--- config.mk ---
export PLATFORM = sky130hd
export DESIGN_NAME = vga_timing_gen
export DESIGN_NICKNAME = d
export VERILOG_FILES = /design/src/rtl/vga_timing_pkg.sv /design/src/rtl/vga_axis_counter.sv /design/src/rtl/vga_timing_gen.sv
export SDC_FILE = /design/constraint.sdc
export NUM_CORES = 1
export LEC_CHECK = 0
export BUFFER_PORTS_ARGS = -buffer_cell sky130_fd_sc_hd__buf_2
export CAP_MARGIN = 20
export CORE_UTILIZATION = 25
export CTS_CLUSTER_SIZE = 30
export DETAILED_ROUTE_END_ITERATION = 7
export GPL_TIMING_DRIVEN = 0
export PLACE_DENSITY_LB_ADDON = 0.1
export SKIP_CTS_REPAIR_TIMING = 1
export SLEW_MARGIN = 20
export SYNTH_ARGS = -nofsm -noshare
export SYNTH_HDL_FRONTEND = slang
export SYNTH_SLANG_ARGS = --single-unit
--- constraint.sdc ---
create_clock -name vga_clk -period 6.4 [get_ports vga_clk]
set_input_delay 0.32 -clock vga_clk [delete_from_list [all_inputs] [get_ports vga_clk]]
set_output_delay 0.32 -clock vga_clk [all_outputs]
set_load 0.1 [all_outputs]
--- src/rtl/vga_timing_pkg.sv ---
// Default VGA 640x480@60 raster geometry shared by the timing generator and its axis counters.
package vga_timing_pkg;

  localparam int unsigned HActive  = 640;
  localparam int unsigned HFp      = 16;
  localparam int unsigned HSync    = 96;
  localparam int unsigned HBp      = 48;
  localparam int unsigned HTotal   = HActive + HFp + HSync + HBp;

  localparam int unsigned VActive  = 480;
  localparam int unsigned VFp      = 10;
  localparam int unsigned VSync    = 2;
  localparam int unsigned VBp      = 33;
  localparam int unsigned VTotal   = VActive + VFp + VSync + VBp;

  localparam int unsigned CntWidth = 10;

endpackage

--- src/rtl/vga_axis_counter.sv ---
// One raster axis: position counter with wrap chaining, plus sync/active decode of the next count.
module vga_axis_counter #(
  parameter int unsigned Active = 640,
  parameter int unsigned Fp     = 16,
  parameter int unsigned Sync   = 96,
  parameter int unsigned Bp     = 48,
  parameter int unsigned Width  = 10
) (
  input  logic             clk_i,
  input  logic             reset_i,
  input  logic             step_i,
  output logic [Width-1:0] cnt_o,
  output logic             wrap_o,
  output logic             sync_n_d_o,
  output logic             active_d_o
);

  localparam int unsigned Total     = Active + Fp + Sync + Bp;
  localparam int unsigned SyncFirst = Active + Fp;
  localparam int unsigned SyncLast  = Active + Fp + Sync - 1;

  logic [Width-1:0] cnt_d, cnt_q;
  logic             last;

  assign last   = (cnt_q == Width'(Total - 1));
  assign wrap_o = step_i & last;

  always_comb begin
    cnt_d = cnt_q;
    if (step_i) begin
      cnt_d = last ? '0 : cnt_q + Width'(1);
    end
  end

  // Decoded from cnt_d so the caller can register them alongside the counter itself.
  always_comb begin
    sync_n_d_o = 1'b1;
    active_d_o = 1'b0;
    if (cnt_d >= Width'(SyncFirst) && cnt_d <= Width'(SyncLast)) begin
      sync_n_d_o = 1'b0;
    end
    if (cnt_d < Width'(Active)) begin
      active_d_o = 1'b1;
    end
  end

  always_ff @(posedge clk_i) begin
    if (reset_i) begin
      cnt_q <= Width'(Total - 1);
    end else begin
      cnt_q <= cnt_d;
    end
  end

  assign cnt_o = cnt_q;

endmodule

--- src/rtl/vga_timing_gen.sv ---
// VGA raster timing generator with fully registered, skew-free outputs.
// Define VGA_FRAME_CNT_EN to add a 16-bit frame_cnt output counting frame_start pulses.
module vga_timing_gen
  import vga_timing_pkg::*;
#(
  parameter int unsigned H_ACTIVE = HActive,
  parameter int unsigned H_FP     = HFp,
  parameter int unsigned H_SYNC   = HSync,
  parameter int unsigned H_BP     = HBp,
  parameter int unsigned V_ACTIVE = VActive,
  parameter int unsigned V_FP     = VFp,
  parameter int unsigned V_SYNC   = VSync,
  parameter int unsigned V_BP     = VBp
) (
  input  logic       vga_clk,
  input  logic       reset,
  output logic       hs,
  output logic       vs,
  output logic       blank,
  output logic [9:0] DrawX,
  output logic [9:0] DrawY,
  output logic       frame_start,
  output logic       line_start
`ifdef VGA_FRAME_CNT_EN
  ,
  output logic [15:0] frame_cnt
`endif
);

  logic       h_wrap, v_wrap;
  logic       h_sync_n_d, v_sync_n_d, h_active_d, v_active_d;
  logic [9:0] hc, vc;

  vga_axis_counter #(
    .Active(H_ACTIVE),
    .Fp    (H_FP),
    .Sync  (H_SYNC),
    .Bp    (H_BP),
    .Width (CntWidth)
  ) u_h_axis (
    .clk_i     (vga_clk),
    .reset_i   (reset),
    .step_i    (1'b1),
    .cnt_o     (hc),
    .wrap_o    (h_wrap),
    .sync_n_d_o(h_sync_n_d),
    .active_d_o(h_active_d)
  );

  vga_axis_counter #(
    .Active(V_ACTIVE),
    .Fp    (V_FP),
    .Sync  (V_SYNC),
    .Bp    (V_BP),
    .Width (CntWidth)
  ) u_v_axis (
    .clk_i     (vga_clk),
    .reset_i   (reset),
    .step_i    (h_wrap),
    .cnt_o     (vc),
    .wrap_o    (v_wrap),
    .sync_n_d_o(v_sync_n_d),
    .active_d_o(v_active_d)
  );

  logic hs_q, vs_q, blank_q, frame_start_q, line_start_q;

  // The horizontal counter steps every cycle, so its wrap means the next pixel has DrawX = 0.
  always_ff @(posedge vga_clk) begin
    if (reset) begin
      hs_q          <= 1'b1;
      vs_q          <= 1'b1;
      blank_q       <= 1'b0;
      frame_start_q <= 1'b0;
      line_start_q  <= 1'b0;
    end else begin
      hs_q          <= h_sync_n_d;
      vs_q          <= v_sync_n_d;
      blank_q       <= h_active_d & v_active_d;
      frame_start_q <= v_wrap;
      line_start_q  <= h_wrap;
    end
  end

  assign hs          = hs_q;
  assign vs          = vs_q;
  assign blank       = blank_q;
  assign frame_start = frame_start_q;
  assign line_start  = line_start_q;
  assign DrawX       = hc;
  assign DrawY       = vc;

`ifdef VGA_FRAME_CNT_EN
  logic [15:0] frame_cnt_q;

  always_ff @(posedge vga_clk) begin
    if (reset) begin
      frame_cnt_q <= '0;
    end else if (v_wrap) begin
      frame_cnt_q <= frame_cnt_q + 16'd1;
    end
  end

  assign frame_cnt = frame_cnt_q;
`endif

endmodule

==> flow_summary.toml <==
[critical_path]
critPathLaunchType = "flip-flop"
critPathBufInv = 0
r2r_setup_slack_ns = 3.29
r2r-end = "vs"
critPathSlowestCell = "nor3_1"
worstPathRequired_ns = 6.55
crit_chain = "ha_1 > nand4_1 > nor3_1 > o21ai_0 > a22o_1 > or4b_1"
arrival_ns = 3.26
cp_max_fo = 8
critPathKind = "flip-flop to flip-flop"
ff2ff_path_depth = 6
path_delay_family = "simple AND/OR/NAND/NOR gates"
rr_startpoint = "u_h_axis.cnt_o[0]"
slowest_delay_ns = 0.92
crit_path_end_kind = "flip-flop"

[yosys]
synth_nets = 159
async_flop_share_pct = 0
synthFlopType = "dfxtp_1"
syn_area_sq_um = 1260
ys_seq_area_share_pct = 39.8
ys_seq_elements = 25
yosysWarnings = 0
synth_edf_count = 0
synthCells = 153
synth_cell_types = 40
postSynthAreaPerCell_sq_um = 8.22

[placed_design]
port-buffer-count = 26
gp_congestion = 0.787
hpwl_microns = 2410

[route]
routedWlPerCell_microns = 13.2
routed_via_density = 4.82
antenna_violating_nets_post_route = 0
via_count = 1205
drc = 0
drt-total-wl_microns = 3300
drt-initial-drc-count = 47
first_pass_iters = 4

[finish]
drive_gt1_share_pct = 18.0
syn2layout_area_growth_pct = 20.7
final_nets = 190
fillers = 520
diodes = 0

[timing]
slew_headroom_pct = 30.5
fmax_mhz = 322
setup_violations = 0
fin_crit_ns = 3.11
grt_setup_unrepaired = "false"
hold_viol_final = 0
worst_pin_slew_ns = 1.04
fin_crit_sh_pct = 48.6
tns_ns = 0
slew_viol_final = 0
skew_ns = 0.00523

[floorplan]
die_w_microns = 72.9
rows = 25
start_util_pct = 26.3
io_pins = 27
die_area_sq_um = 5320
die_y_microns = 72.9
core_area_sq_um = 4790

[cts]
cts_sinks = 25
root_buffer = "clkbuf_8"
cts.htree.levels = 1
cts_buffer_depth = 2
numCtsBuffers = 3
cts_tree = "done"
clk_latency_ns = 0.27
clk_pin_slew_worst_paths_ns = 0.10

[min_path]
hp-class = "input pin to flip-flop"
whs_path_depth = 2
hp-start = "reset"
min_to = "u_v_axis.cnt_o[1]"

[global_routing]
antenna_found_initial = 0
grt_pass1_vias = 1098
grt_max_degree = 15
grt_use_total_pct = 13.5
grt_overflow_total = 0
grt_first_pass_wirelength_microns = 5440

[job]
cap_violations = 0

[status]
outcome = "finished, final reports clean"
cells by family (layout without fill, tap and decap cells):
logic type / Yosys count / in the layout / synth area share, %
AO/OA/AOI/OAI: 32 / 32 / 16.3
XOR/XNOR: 7 / 7 / 4.88
adder cells (fa/ha/maj): 4 / 4 / 3.98
buffers and inverters: 14 / 44 / 4.28
flip-flops: 25 / 25 / 39.8
multiplexers: 1 / 1 / 0.796
AND/OR/NAND/NOR: 70 / 70 / 30.0
sequential cells by signal (all words and copies together), names as in the netlist:
| register | count |
|---|---|
| u_v_axis.cnt_o | 10 |
| hs | 1 |
| line_start | 1 |
| u_h_axis.cnt_o | 10 |
| frame_start | 1 |
| vs | 1 |
| blank | 1 |
metal layers:
layer / track usage, % / share of wire [%] / up-vias
li1: - / - / 615
met1: 19.3 / 53 / 561
met2: 20.2 / 42 / 25
met3: 2.21 / 3.7 / 4
met4: 5.23 / 1.3 / 0
met5: 0 / 0 / -
final cells by class:
class	instances	area [sq um]	area share, %
Buffer	4	16.3	1.07
Clock buffer	3	41.3	2.72
Clock inverter	1	5.00	0.330
Inverter	10	37.5	2.47
Multi-Input combinational cell	114	703	46.3
Sequential cell	25	500	33.0
Tap cell	67	83.8	5.52
Timing Repair Buffer	26	130	8.57
per-stage QoR:
stage / cells / hold slack [ns] / utilization (%) / setup slack [ns] / cell area [sq um]
2_1_floorplan: 153 / 0.396 / - / 2.90 / 1260
3_3_place_gp: 246 / 0.521 / 30.7 / 3.40 / 1470
3_5_place_dp: 246 / 0.536 / 30.7 / 3.39 / 1470
4_1_cts: 250 / 0.329 / 31.7 / 3.35 / 1520
5_1_grt: 250 / 0.329 / 31.7 / 3.08 / 1520
6_report: 250 / 0.333 / 31.7 / 3.29 / 1520
cells in the mapped netlist (all sizes together) (2+ instances only):
master	number	area, sq um
xor2	2	17.5
xnor2	5	43.8
o211ai	2	15.0
or3	3	23.8
a21oi	7	35.0
dfxtp	25	500
nor3	13	65.1
clkbuf	2	7.51
nor4	3	18.8
nand4	4	25.0
nor2b	4	25.0
o21ai	12	60.1
nand2	11	41.3
nand3	7	35.0
nor2	12	45.0
and2	5	31.3
inv	10	37.5
ha	4	50.1
buf	2	8.75
nor4bb	2	20.0
how the worst max path moves through the flow:
stage,from,endpoint,cells past startpoint
after detailed placement,u_h_axis.cnt_o[0],vs,7
after floorplan,u_h_axis.cnt_o[1],vs,7
after global placement,u_h_axis.cnt_o[0],vs,7
final,u_h_axis.cnt_o[0],vs,6
after CTS,u_h_axis.cnt_o[0],vs,7
after global routing,u_h_axis.cnt_o[0],vs,6
placed cells by master (no fill, tap or decap), types with 2 or more instances in the layout:
cell type,synthesis,layout
buf_2,1,27
dfxtp_1,25,25
nor3_1,13,13
o21ai_0,12,12
nor2_1,12,12
nand2_1,11,11
inv_1,10,10
nand3_1,7,7
a21oi_1,7,7
and2_1,5,5
xnor2_1,5,5
nand4_1,4,4
nor2b_1,4,4
ha_1,4,4
nor4_1,3,3
clkbuf_8,0,3
or3_1,2,2
clkbuf_1,2,2
xor2_1,2,2
nor4bb_1,2,2
o211ai_1,2,2
Power is left out: the tool's default activity adds up to more than one toggle a clock period on the data nets, which glitch-free logic cannot reach.
